### src/rtl/demux_1x4_nbit_reg.sv
// ============================================================================
// demux_1x4_nbit_reg
// ----------------------------------------------------------------------------
// Registered 1-to-4 demultiplexer. One producer pushes N-bit words through a
// valid/ready handshake; each word lands in one of four single-entry holding
// registers (channels A/B/C/D), each with its own valid flag and consumer ack.
// The destination is either the explicit select S or an internal round-robin
// pointer (AUTO=1). It serves as the fan-out stage that feeds four consumers
// from one producer.
//
// Parameters:
//   n          data width of the input and of every channel (n >= 1)
//
// Ports:
//   CLK        system clock, all state changes on the rising edge
//   RST_N      synchronous active-low reset
//   X          input data word
//   X_VALID    producer presents a word on X
//   X_READY    block accepts X this cycle (combinational, independent of X_VALID)
//   S          explicit channel select, 00=A 01=B 10=C 11=D
//   AUTO       1 = route to the round-robin pointer, 0 = route by S
//   A,B,C,D    channel holding registers
//   V          channel valid flags, V[0]=A .. V[3]=D
//   ACK        per-channel consumer acknowledge
//   PTR        current round-robin pointer
//   STALL_CNT  saturating count of stalled input cycles (only when the
//              DEMUX_STALL_CNT_EN macro is defined)
//
// Optional feature macro: DEMUX_STALL_CNT_EN
// ============================================================================
module demux_1x4_nbit_reg #(
    parameter int n = 8
) (
    input  logic         CLK,
    input  logic         RST_N,
    input  logic [n-1:0] X,
    input  logic         X_VALID,
    output logic         X_READY,
    input  logic [1:0]   S,
    input  logic         AUTO,
    output logic [n-1:0] A,
    output logic [n-1:0] B,
    output logic [n-1:0] C,
    output logic [n-1:0] D,
    output logic [3:0]   V,
    input  logic [3:0]   ACK,
    output logic [1:0]   PTR
`ifdef DEMUX_STALL_CNT_EN
    ,
    output logic [7:0]   STALL_CNT
`endif
);

    logic [n-1:0] chan_data [4];
    logic [3:0]   chan_valid;
    logic [1:0]   rr_ptr;
    logic [1:0]   target;
    logic         transfer;

    // The target channel and the ready signal are purely combinational so a
    // producer may change S or AUTO while stalled and see the new routing in
    // the same cycle. A full target can still accept when it is being acked
    // in the same cycle, giving one word per cycle per channel.
    always_comb begin
        target   = AUTO ? rr_ptr : S;
        X_READY  = RST_N & (~chan_valid[target] | ACK[target]);
        transfer = X_VALID & X_READY;
    end

    // Channel holding registers. Only the target channel loads on a transfer;
    // an ack only clears the valid flag and leaves stale data in place.
    // A transfer into an acked channel wins, so its valid flag stays set.
    always_ff @(posedge CLK) begin
        if (!RST_N) begin
            for (int i = 0; i < 4; i++) begin
                chan_data[i]  <= '0;
                chan_valid[i] <= 1'b0;
            end
        end else begin
            for (int i = 0; i < 4; i++) begin
                if (transfer && (target == 2'(i))) begin
                    chan_data[i]  <= X;
                    chan_valid[i] <= 1'b1;
                end else if (ACK[i]) begin
                    chan_valid[i] <= 1'b0;
                end
            end
        end
    end

    // Round-robin pointer advances only on transfers made in AUTO mode.
    // A stalled pointer channel blocks the input; no skipping is done.
    always_ff @(posedge CLK) begin
        if (!RST_N) begin
            rr_ptr <= 2'b00;
        end else if (transfer && AUTO) begin
            rr_ptr <= rr_ptr + 2'b01;
        end
    end

`ifdef DEMUX_STALL_CNT_EN
    logic [7:0] stall_cnt;

    // Counts cycles where the producer offered a word that was refused,
    // saturating at all ones; only reset clears it.
    always_ff @(posedge CLK) begin
        if (!RST_N) begin
            stall_cnt <= 8'h00;
        end else if (X_VALID && !X_READY && (stall_cnt != 8'hFF)) begin
            stall_cnt <= stall_cnt + 8'h01;
        end
    end

    assign STALL_CNT = stall_cnt;
`endif

    assign A   = chan_data[0];
    assign B   = chan_data[1];
    assign C   = chan_data[2];
    assign D   = chan_data[3];
    assign V   = chan_valid;
    assign PTR = rr_ptr;

endmodule

### config.mk
export PLATFORM = sky130hd
export DESIGN_NAME = demux_1x4_nbit_reg
export DESIGN_NICKNAME = d
export VERILOG_FILES = /design/src/rtl/demux_1x4_nbit_reg.sv
export SDC_FILE = /design/constraint.sdc
export NUM_CORES = 1
export LEC_CHECK = 0
export CAP_MARGIN = 10
export CORE_MARGIN = 5
export CORE_UTILIZATION = 46
export CTS_CLUSTER_SIZE = 20
export DETAILED_ROUTE_END_ITERATION = 7
export GPL_TIMING_DRIVEN = 0
export HOLD_SLACK_MARGIN = 0.05
export PLACE_DENSITY = 0.79
export SYNTH_ARGS = -nofsm -noshare
export SYNTH_HDL_FRONTEND = slang
export SYNTH_SLANG_ARGS = --single-unit
### constraint.sdc
create_clock -name CLK -period 6.1 [get_ports CLK]
set_input_delay 1.525 -clock CLK [delete_from_list [all_inputs] [get_ports CLK]]
set_output_delay 1.525 -clock CLK [all_outputs]
set_load 0.1 [all_outputs]
==> qor.txt <==
status -> finished, final reports clean
global route overflow -> 0
Die W -> 67.49 um
diode count -> 0
Distinct cells, synth -> 21
max-slew violations -> 0
Cell Area, Synth -> 0.001520 mm^2
vias -> 1014
Primary FF master, synth -> edfxtp_1
clock latency on the worst-skew pair -> 330 ps
antenna viol nets, final -> 0
Synth Register Bits -> 38
Syn Inst Count -> 103
port bufs -> 56
Clock Skew -> 5.744 ps
row count -> 20
Worst path top cell family by delay -> buffers and inverters
GPL Wtd Cong -> 0.7883
pin count of the biggest net entering global routing -> 12
CP startpoint kind -> primary input
Crit Path Category -> in -> out
WL/cell -> 14.11 um
Max FO, Critical Path -> 6
drt drc -> 0
Initial Util -> 48.99%
Comb pwr share -> 26.5%
CP arrival -> 4320 ps
1st-iter DRT viols -> 23
final period utilization -> 95.87%
critical path's slowest cell -> clkdlybuf4s50_1
VDD IR max -> 123.3 uV
Synth Net Count -> 121
WP data required -> 4580 ps
H-Tree Depth -> 2
leak pwr -> 0.0008145 uW
most common cell after layout, fill and taps aside -> clkdlybuf4s50_1
first-pass GRT wire length -> 4830 um
MaxCap Viol Count -> 0
final net count -> 185
pre-CTS setup slack -> 248.2 ps
unrepaired setup endpoints after global routing -> false
switching part of the total power -> 33.34%
minimum clock period -> 5848 ps
Max-Slew Margin vs Limit -> 33.91%
Fin. Hold Viols -> 0
total die area -> 0.004554 mm^2
clk root buf -> clkbuf_4
Post-synth EDFFs -> 32
worst path cell trace -> clkdlybuf4s50_1, mux2i_1, mux2_2, mux2i_1, and2_1, clkdlybuf4s50_1
async set-reset flop share out of synthesis -> 0%
Fmax -> 171.0 MHz
Hold Crit Class -> reg -> reg
Ys Warns -> 0
sequential share of power -> 51.2%
Critical path buffers and inverters -> 2
fill count -> 241
layout cell share with drive strength beyond 1 -> 6.548%
TritonCTS clock tree -> yes
core area -> 0.003103 mm^2
worst-margin pin slew -> 988.2 ps
Clock Path Buffers -> 2
Clock transition at path regs -> 100 ps
Vert. Die Dim -> 67.49 um
Post-CTS Setup Repair Bufs -> 0
Max stage delay on crit path -> 1130 ps
sequential fraction of the synthesis area -> 71.11%
HPWL Detailed -> 2341 um
CTS Buf Count -> 5
post-synth top area share -> 63.21%
via/cell ratio -> 4.783
CTS sink count -> 38
Mean Syn Cell Area -> 14.76 um^2
clock power share -> 22.3%
Synth area leaders -> edfxtp_1 63%, and2_1 14%, dfxtp_1 7.9%
hold_buf cts -> 0
# IOs -> 57
Pint -> 388.3 uW
number of antenna violations at the first check in global routing -> 0
nature of the critical path endpoint -> output port
gr usage total -> 14.72%
PnR worst setup slack -> 252.0 ps
Post-CTS Resized -> 0
Total Wirelength -> 2992 um
Fin Setup TNS -> 0 ps
# setup viols final -> 0
sw power -> 194.2 uW
top cell type by total area after synthesis -> edfxtp_1
number of global-route vias before repair -> 1036
Layout area overhead -> 44.69%
drt pass-1 iters -> 4
pwr dens -> 264.8 mW/mm^2
commonest cells after routing, fill and taps aside -> 56 x clkdlybuf4s50_1, 33 x and2_1, 32 x edfxtp_1
metal layers:
layer | global-route usage (%) | part of all wire [%]
met3 | 5.657 | 8.2
met5 | 0 | 0
met4 | 5.570 | 1.3
met2 | 26.12 | 50
met1 | 15.65 | 41
final timing paths:
path | depth (start not counted) | slack [ps] | start | to
worst max-delay path | 6 | 250 | AUTO | X_READY
worst min-delay path | 2 | 550 | PTR[1] | PTR[1]
worst max register to register | 4 | 3830 | PTR[0] | chan_data[2][7]
worst min register to register | 2 | 550 | PTR[1] | PTR[1]
synth_stat cells, types with 2 or more instances:
| library cell | number |
|---|---|
| edfxtp_1 | 32 |
| a21boi_0 | 2 |
| dfxtp_1 | 6 |
| nand2b_1 | 4 |
| mux2_2 | 2 |
| mux2i_1 | 3 |
| nand2_1 | 2 |
| nor2b_1 | 4 |
| o21a_1 | 4 |
| and2_1 | 33 |
flip-flops by register name (all words and copies together) (netlist names):
register,count
V,4
PTR,2
chan_data,32
kinds of logic (layout without fill, tap and decap cells):
family          Yosys count  count (layout)  synth area share, %
simple gates             50              50                21.15
flops                    38              38                71.11
compound gates            8               8                3.786
mux                       5               5                3.457
buf+inv                   2              67               0.4934
stage by stage:
| stage | total power, uW | cell area (um^2) | utilization [%] | hold WS (ps) | cells |
|---|---|---|---|---|---|
| after floorplan | 416.5 | 1520 | - | 952.7 | 103 |
| after global placement | 457.3 | 2136 | 68.83 | 502.0 | 203 |
| after detailed placement | 459.2 | 2136 | 68.83 | 537.6 | 203 |
| after CTS | 586.2 | 2195 | 70.73 | 547.5 | 211 |
| after global routing | 602.6 | 2200 | 70.89 | 564.2 | 212 |
| final | 582.5 | 2200 | 70.89 | 546.2 | 212 |
power groups by stage:
stage | registers (uW) | clock network (uW) | logic [uW]
6_report | 298 | 130 | 154
5_1_grt | 300 | 144 | 159
4_1_cts | 298 | 133 | 155
2_1_floorplan | 398 | 0 | 18.7
3_3_place_gp | 304 | 0 | 153
3_5_place_dp | 304 | 0 | 155
worst min-delay path, stage by stage, from the launching register on:
cell,delay (ps)
dfxtp_1,350
o31ai_1,80
a21boi_0,70
area by class of cell:
class / instances / area [um^2] / area share [%]
sequential: 38 / 1081 / 49.15
timing repair buffer: 57 / 565.5 / 25.71
buffer: 1 / 3.754 / 0.1706
clock buffer: 8 / 58.81 / 2.673
tap: 44 / 55.05 / 2.503
multi-input combinational: 63 / 431.7 / 19.62
inverter: 1 / 3.754 / 0.1706
No activity file was read; power rests on OpenSTA's default activity.
